$ cat config.mk
export PLATFORM = sky130hd
export DESIGN_NAME = step_sequencer
export DESIGN_NICKNAME = d
export VERILOG_FILES = /design/src/rtl/step_sequencer.sv
export SDC_FILE = /design/constraint.sdc
export NUM_CORES = 1
export LEC_CHECK = 0
export CAP_MARGIN = 15
export CORE_MARGIN = 2
export CORE_UTILIZATION = 28
export CTS_BUF_LIST = sky130_fd_sc_hd__clkbuf_16
export CTS_CLUSTER_SIZE = 14
export DETAILED_ROUTE_END_ITERATION = 10
export PLACE_DENSITY = 0.53
export SLEW_MARGIN = 20
export SYNTH_ARGS = -nofsm -noshare
export SYNTH_HDL_FRONTEND = slang
export SYNTH_SLANG_ARGS = --single-unit
$ cat constraint.sdc
create_clock -name CLOCK_50 -period 5.4 [get_ports CLOCK_50]
set_clock_uncertainty 0.05 [all_clocks]
set_input_delay 1.08 -clock CLOCK_50 [delete_from_list [all_inputs] [get_ports CLOCK_50]]
set_output_delay 1.08 -clock CLOCK_50 [all_outputs]
set_load 0.1 [all_outputs]
$ cat src/rtl/step_sequencer.sv
// rtl/step_sequencer.sv - looping pattern step sequencer driving a note code and gate
module step_sequencer #(
  parameter int STEPS = 16,
  parameter int CODE_W = 4,
  parameter int TEMPO_W = 26,
  parameter logic [STEPS*CODE_W-1:0] INIT_PATTERN = '0,
  localparam int STEP_W = $clog2(STEPS)
) (
  input  logic               CLOCK_50,
  input  logic               reset,
  input  logic               run,
  input  logic [TEMPO_W-1:0] tempo_period,
  input  logic [TEMPO_W-1:0] gate_len,
  input  logic [STEP_W-1:0]  last_step,
  input  logic               wr_en,
  input  logic [STEP_W-1:0]  wr_addr,
  input  logic [CODE_W-1:0]  wr_data,
  output logic [STEP_W-1:0]  step,
  output logic [CODE_W-1:0]  note_code,
  output logic               note_on,
  output logic               step_pulse
);

  typedef enum logic {IDLE = 1'b0, PLAY = 1'b1} state_t;

  state_t state, state_nxt;

  logic [CODE_W-1:0]  pattern [STEPS];

  // Per-step timing, latched at each step start
  logic [TEMPO_W-1:0] tick, tick_nxt;
  logic [TEMPO_W-1:0] period, period_nxt;
  logic [TEMPO_W-1:0] gate, gate_nxt;

  logic [STEP_W-1:0]  step_nxt;
  logic [CODE_W-1:0]  code_nxt;
  logic               on_nxt;
  logic               pulse_nxt;

  logic [STEP_W-1:0]  last_eff;
  logic [STEP_W-1:0]  adv_idx;
  logic [STEP_W-1:0]  load_idx;
  logic [CODE_W-1:0]  load_code;
  logic [TEMPO_W-1:0] period_in;
  logic               step_end;
  logic               start;
  logic               write_ok;

  // Resolve loop bound, next step index and the code to load (with write-through)
  always_comb begin
    last_eff  = (32'(last_step) > 32'(STEPS - 1)) ? STEP_W'(STEPS - 1) : last_step;
    adv_idx   = (step >= last_eff) ? '0 : step + STEP_W'(1);
    load_idx  = (state == PLAY) ? adv_idx : '0;
    load_code = (wr_en && (wr_addr == load_idx)) ? wr_data : pattern[load_idx];
    period_in = (tempo_period < TEMPO_W'(2)) ? TEMPO_W'(2) : tempo_period;
    step_end  = (tick == period - TEMPO_W'(1));
    start     = run && ((state == IDLE) || step_end);
    write_ok  = wr_en && (32'(wr_addr) < 32'(STEPS));
  end

  // State register
  always_ff @(posedge CLOCK_50) begin
    if (reset) begin
      state <= IDLE;
    end else begin
      state <= state_nxt;
    end
  end

  // Next-state: run level alone moves between IDLE and PLAY
  always_comb begin
    state_nxt = state;
    case (state)
      IDLE:    if (run)  state_nxt = PLAY;
      PLAY:    if (!run) state_nxt = IDLE;
      default: state_nxt = IDLE;
    endcase
  end

  // Output/datapath next values; note_on is computed from the next tick so it stays registered
  always_comb begin
    tick_nxt   = tick;
    period_nxt = period;
    gate_nxt   = gate;
    step_nxt   = step;
    code_nxt   = note_code;
    on_nxt     = 1'b0;
    pulse_nxt  = 1'b0;
    if (start) begin
      tick_nxt   = '0;
      period_nxt = period_in;
      gate_nxt   = gate_len;
      step_nxt   = load_idx;
      code_nxt   = load_code;
      pulse_nxt  = 1'b1;
      on_nxt     = (load_code != '0) && (gate_len != '0);
    end else if (state == PLAY) begin
      if (!run) begin
        // Stop: clear position, keep the last code visible
        tick_nxt = '0;
        step_nxt = '0;
      end else begin
        tick_nxt = tick + TEMPO_W'(1);
        on_nxt   = (note_code != '0) && (tick_nxt < gate);
      end
    end
  end

  // Datapath and output registers
  always_ff @(posedge CLOCK_50) begin
    if (reset) begin
      tick       <= '0;
      period     <= TEMPO_W'(2);
      gate       <= '0;
      step       <= '0;
      note_code  <= '0;
      note_on    <= 1'b0;
      step_pulse <= 1'b0;
    end else begin
      tick       <= tick_nxt;
      period     <= period_nxt;
      gate       <= gate_nxt;
      step       <= step_nxt;
      note_code  <= code_nxt;
      note_on    <= on_nxt;
      step_pulse <= pulse_nxt;
    end
  end

  // Pattern storage: reset reloads the initial pattern and discards any concurrent write
  always_ff @(posedge CLOCK_50) begin
    if (reset) begin
      for (int i = 0; i < STEPS; i++) begin
        pattern[i] <= INIT_PATTERN[i*CODE_W +: CODE_W];
      end
    end else if (write_ok) begin
      pattern[wr_addr] <= wr_data;
    end
  end

endmodule

==> results of run 1 <==
## cell usage in the layout, fill, tap and decap left out, types with 6 or more instances in the layout
| cell | count |
|---|---|
| o211ai_1 | 8 |
| and2_1 | 51 |
| clkdlybuf4s50_1 | 77 |
| nand4_1 | 12 |
| dfxtp_1 | 89 |
| a21oi_1 | 23 |
| or4_1 | 7 |
| nor4_1 | 31 |
| ha_1 | 32 |
| xnor2_1 | 37 |
| buf_4 | 11 |
| nor2_1 | 57 |
| o21ai_0 | 25 |
| inv_1 | 35 |
| nand2b_1 | 9 |
| a22o_1 | 54 |
| and3_1 | 11 |
| or2_2 | 18 |
| xor2_1 | 21 |
| nor2b_1 | 12 |
| nor3_1 | 35 |
| mux2_2 | 6 |
| nand2_1 | 35 |
| clkbuf_16 | 17 |
| nand3_1 | 27 |
| edfxtp_1 | 64 |
| or3_1 | 9 |
| a22oi_1 | 20 |
| mux2i_1 | 11 |
| a21o_1 | 9 |
| a2111oi_0 | 8 |
## layer usage
layer / share of wire (%) / vias to the layer above / GRT usage (%)
li1: - / 3392 / -
met1: 45 / 3350 / 18.8
met2: 50 / 158 / 25.9
met3: 4.0 / 16 / 3.32
met4: 1.0 / 0 / 4.26
met5: 0 / - / 0
## power breakdown
part	switching [W]	leakage [nW]	internal, W
sequential	0.0000422	1.34	0.00126
combinational	0.000202	2.10	0.000147
clock	0.000488	0.289	0.000764
## through the flow
step	cells	setup WS, ps	total power [W]
global placement	1313	733	0.00167
finish	1345	1040	0.00290
floorplan	888	696	0.00154
CTS	1345	1090	0.00293
detailed placement	1313	653	0.00167
global route	1345	735	0.00301
## Yosys cell counts, drive strengths merged (9+ instances only)
master	n	share of area, %
nand2	36	1.6
nor3	35	2.0
xnor2	37	3.8
nand4	13	1.0
nor2b	12	0.87
nor4	32	2.4
a21o	9	0.78
ha	32	4.6
a22oi	21	1.9
a21oi	24	1.4
and3	11	0.80
and2	51	3.7
xor2	21	2.1
nand3	27	1.6
mux2i	11	1.3
nand2b	9	0.65
or3	9	0.65
dfxtp	89	21
edfxtp	64	22
buf	21	1.9
nor2	57	2.5
a22o	54	5.5
inv	37	1.6
o21ai	25	1.5
clkbuf	39	1.7
or2	18	1.3
## flip-flops by register name, summed over array words and instances (netlist names)
register    flops
gate           26
pattern        64
note_code       4
state           1
step_pulse      1
step            4
tick           26
note_on         1
period         26
## cell families (layout without fill, tap and decap cells)
family / after synthesis / count (layout) / synth area share, %
and+or+nand+nor: 334 / 334 / 21.4
AOI/OAI and AO/OA: 194 / 194 / 17.2
DFF: 153 / 153 / 43.0
buffers and inverters: 98 / 159 / 5.26
xor gates and xnor gates: 58 / 58 / 5.89
adders and majority gates: 32 / 32 / 4.65
muxes: 19 / 19 / 2.58
## critical path, cell delays in order
cell,delay (ps)
clkdlybuf4s50_1,460
inv_1,40
ha_1,200
nor3b_1,270
o211a_1,570
a22oi_1,160
nor4b_1,790
mux2_2,430
o41ai_1,380
o2bb2a_1,260
## worst max path at each step
stage          endpoint         start  cells after the start  slack (ps)
6_report        note_on  last_step[1]                     10        1040
5_1_grt         note_on  last_step[1]                     10         740
4_1_cts         note_on  last_step[1]                     10        1090
3_5_place_dp    note_on  last_step[1]                     10         650
3_3_place_gp    note_on  last_step[1]                     10         730
2_1_floorplan   note_on       step[0]                     13         700
## area by class of cell
class	instances	area, um^2	share of cell area, %
timing repair buffer	89	873	8.49
clock inverter	15	181	1.76
tap	396	495	4.81
sequential	153	3700	36.0
clock buffer	17	425	4.13
multi-input combinational	637	4470	43.4
inverter	38	143	1.39
==> qor.txt, run 1 <==
First-pass GRT wire length -> 38,200 um
Initial Util -> 28.3%
P_leak -> 3.72 nW
Detailed placer's ending HPWL -> 17,500 um
Post-synth ARST share -> 0%
Worst Tran Pin Value -> 1010 ps
Clock Sink Count -> 153
Worst ir drop on vdd -> 0.244 mV
Routed len/inst -> 17.9 um
Vias in the first global route -> 6,869
Post-route ant nets -> 0
RSZ-0062 raised after global routing -> false
Post-synth net total -> 988
Worst Setup End Kind -> register
Hold EP -> gate[16]
IO Port Bufs -> 77
CTS tree -> done
Pwr Density -> 282 nW/um^2
Core region area -> 30,400 um^2
Ys flop type -> dfxtp_1
Height of the die -> 179 um
DR vias -> 6,916
Num CTS Buffers -> 17
Mapped Cells -> 888
R2R depth -> 8
Yosys cell types -> 69
Worst-Skew Late Latency -> 430 ps
CP Max Fanout -> 18
Worst Path Arrival -> 4630 ps
Diode count -> 0
Hold Crit Depth -> 1
Vias per cell -> 5.14
RR Endpoint -> period[0]
Cts hold-fix bufs -> 0
Layout cell share with drive strength beyond 1 -> 7.90%
Fill cell count -> 3,128
Largest net degree at the start of global routing -> 34
DIE AREA -> 32,200 um^2
Hold_ws -> 431 ps
Post-cts sizing count -> 0
Max clock buf depth -> 2
Layout Nets -> 1,036
Post-synth EDFFs -> 64
Avg Synthesized Cell Area -> 9.71 um^2
Die width -> 179 um
Max Clk Rate -> 230 MHz
Critical Path RT -> 5670 ps
Status -> finished clean
Dpl cell area -> 9680 um^2
I/O pin cnt -> 78
Sequential area share after synthesis -> 43.0%
Setup Buffers After CTS -> 0
Ys Warns -> 0
GP Congestion -> 0.836
Kind of path behind the tightest hold check -> register to register
Max cap viols -> 0
Worst-path clk slew -> 60 ps
Drt pass-1 iters -> 5
Hold Path Origin -> gate[16]
DRT iter0 DRCs -> 401
Final std cell area, no fill -> 10,300 um^2
H-tree depth -> 4
Slew margin rel. -> 32.1%
Final core occ -> 33.8%
Crit path kind -> input pin to register
Tcrit/Tclk final -> 80.7%
R2r startpoint -> period[2]
Gr usage total -> 15.0%
Initial antenna violation count -> 0
Critical Path Source Type -> input pin
Grt ovf -> 0
Layout area overhead -> 19.4%
Endpoints failing setup -> 0
Drc violations -> 0
Setup TNS -> 0 ps
R2R Setup Slk -> 1180 ps
Yosys reg bits -> 153
Max-slew violation count -> 0
DRT Wirelength -> 24,100 um
Hold Violations, Final -> 0
# rows -> 64
CTS root buffer -> clkbuf_16
Mapped cell area -> 8620 um^2
Fin crit period -> 4360 ps
Power figures use the tool's default switching activity.
==> inputs of run 2 (changes only) <==
==> constraint.sdc (replaced) <==
create_clock -name CLOCK_50 -period 4.35 [get_ports CLOCK_50]
set_clock_uncertainty 0.05 [all_clocks]
set_input_delay 0.87 -clock CLOCK_50 [delete_from_list [all_inputs] [get_ports CLOCK_50]]
set_output_delay 0.87 -clock CLOCK_50 [all_outputs]
set_load 0.1 [all_outputs]
==> qor.txt, run 2 (synthesis results as in run 1) <==
Fill cell count -> 3,155 (+0.86%)
Hold EP -> gate[22]
Worst Path Arrival -> 4190 ps (-440 ps)
Worst Setup End Kind -> register
Grt ovf -> 0 (unchanged)
Tcrit/Tclk final -> 88.8%
DR vias -> 6,949 (+0.48%)
Largest net degree at the start of global routing -> 33 (-2.9%)
R2r startpoint -> period[11]
CP Max Fanout -> 26 (+8)
Setup WS pre-CTS -> 64.5 ps (-588 ps)
Routed len/inst -> 17.9 um (+0.23%)
Worst ir drop on vdd -> 0.292 mV (+20%)
Vias in the first global route -> 6,892 (+0.33%)
Gr usage total -> 15.3% (+0.28 points)
Largest stage delay, worst path -> 680 ps (-110 ps)
IO Port Bufs -> 77 (unchanged)
Layout Nets -> 1,047 (+1.1%)
Max-slew violation count -> 0 (unchanged)
Initial Util -> 28.3% (unchanged)
Endpoints failing setup -> 0 (unchanged)
Kind of path behind the tightest hold check -> register to register
Area of the multi-input gates -> 4480 um^2 (+0.14%)
Cts hold-fix bufs -> 0 (unchanged)
Largest register FFs -> 64 (unchanged)
R2R depth -> 9 (+1)
CTS tree -> done
Vias per cell -> 5.12 (-0.34%)
RSZ-0062 raised after global routing -> false
Max cap viols -> 0 (unchanged)
Worst Tran Pin Value -> 1020 ps (+7.75 ps)
Layout area overhead -> 20.5%
Setup Buffers After CTS -> 0 (unchanged)
Hold Path Origin -> gate[22]
Crit path max-delay cell type -> a21oi_4
Status -> finished clean
Hold Crit Depth -> 1 (unchanged)
RR Endpoint -> note_code[2]
First-pass GRT wire length -> 38,900 um (+1.8%)
Pwr Density -> 348 nW/um^2 (+23%)
Setup ws final -> 486 ps (-558 ps)
Core region area -> 30,400 um^2 (unchanged)
Worst-Skew Late Latency -> 440 ps (about the same)
I/O pin cnt -> 78 (unchanged)
Drc violations -> 0 (unchanged)
Die width -> 179 um (unchanged)
DRT Wirelength -> 24,300 um (+1.1%)
Critical-path cell list -> or4_1 -> nor4b_1 -> nand2_1 -> mux2i_1 -> a31oi_1 -> o41ai_4 -> a21oi_4 -> buf_4 -> a22o_1
GP Congestion -> 0.869 (+4.0%)
Height of the die -> 179 um (unchanged)
DIE AREA -> 32,200 um^2 (unchanged)
Drt pass-1 iters -> 5 (unchanged)
P_leak -> 3.78 nW (+1.6%)
R2R Setup Slk -> 490 ps (-690 ps)
Detailed placer's ending HPWL -> 17,700 um (+1.2%)
# rows -> 64 (unchanged)
Hold Violations, Final -> 0 (unchanged)
Most frequent cells in the layout -> 88 x dfxtp_1, 77 x clkdlybuf4s50_1, 64 x edfxtp_1
Buf/Inv on CP -> 1 (-1)
Num CTS Buffers -> 17 (unchanged)
Critical Path RT -> 4670 ps (-1000 ps)
WP depth -> 9 (-1)
Crit-path leading delay family -> simple AND/OR/NAND/NOR gates
Max Clk Rate -> 259 MHz
Most flop-heavy register -> pattern
Crit path kind -> register to register
Diode count -> 0 (unchanged)
Register area -> 3710 um^2 (+0.10%)
Fin crit period -> 3860 ps
Most common library cell in the layout ignoring fill and taps -> dfxtp_1
Max clock buf depth -> 2 (unchanged)
Hold_ws -> 430 ps (-0.866 ps)
Critical Path Source Type -> register
H-tree depth -> 4 (unchanged)
DRT iter0 DRCs -> 465 (+16%)
Post-cts sizing count -> 0 (unchanged)
Initial antenna violation count -> 0 (unchanged)
Setup TNS -> 0 ps (unchanged)
Clock Sink Count -> 153 (unchanged)
Slew margin rel. -> 31.6% (-0.52 points)
CTS root buffer -> clkbuf_16
Worst-path clk slew -> 70 ps (about the same)
Post-route ant nets -> 0 (unchanged)
Layout cell share with drive strength beyond 1 -> 9.27% (+1.4 points)
run 2: where the power goes:
part           leakage, nW  switching [W]  internal [W]
registers             1.34      0.0000519       0.00156
clock network        0.291       0.000610      0.000949
logic                 2.16       0.000252      0.000189
run 2: layout make-up:
class / instances / area share (%)
clock buffer: 17 / 4.10
clock inverter: 15 / 1.78
inverter: 38 / 1.37
multi-input combinational: 637 / 43.1
sequential: 153 / 35.7
tap: 396 / 4.77
timing repair buffer: 100 / 9.20
run 2: worst max path at each step:
stage	from	endpoint	slack, ps
2_1_floorplan	step[0]	note_on	140
6_report	period[11]	note_code[2]	490
3_3_place_gp	last_step[1]	note_on	70
5_1_grt	period[11]	gate[21]	130
4_1_cts	period[11]	note_code[2]	450
3_5_place_dp	last_step[1]	note_on	60
run 2: per-layer routing:
metal  global-route usage, %  vias to the layer above  share of wire, %
met5                       0                        -                 0
met4                    4.91                        0               1.7
met3                    3.14                       33               4.7
met2                    25.8                      193                49
met1                    19.6                     3310                44
li1                        -                     3413                 -
run 2: worst register-to-register path, delay by kind of cell, from the launching register on:
| kind | cells | cell delay (ps) |
|---|---|---|
| compound gates | 4 | 1430 |
| buf+inv | 1 | 380 |
| flops | 1 | 390 |
| mux | 1 | 140 |
| simple gates | 3 | 1420 |
run 2: per-stage QoR:
step                      instances  power, W  area, um^2  utilization, %
after floorplan                 888   0.00191        8630               -
after global placement         1324   0.00209        9780            32.1
after detailed placement       1324   0.00209        9780            32.1
after CTS                      1356   0.00365       10400            34.1
after global routing           1356   0.00375       10400            34.1
final                          1356   0.00361       10400            34.1
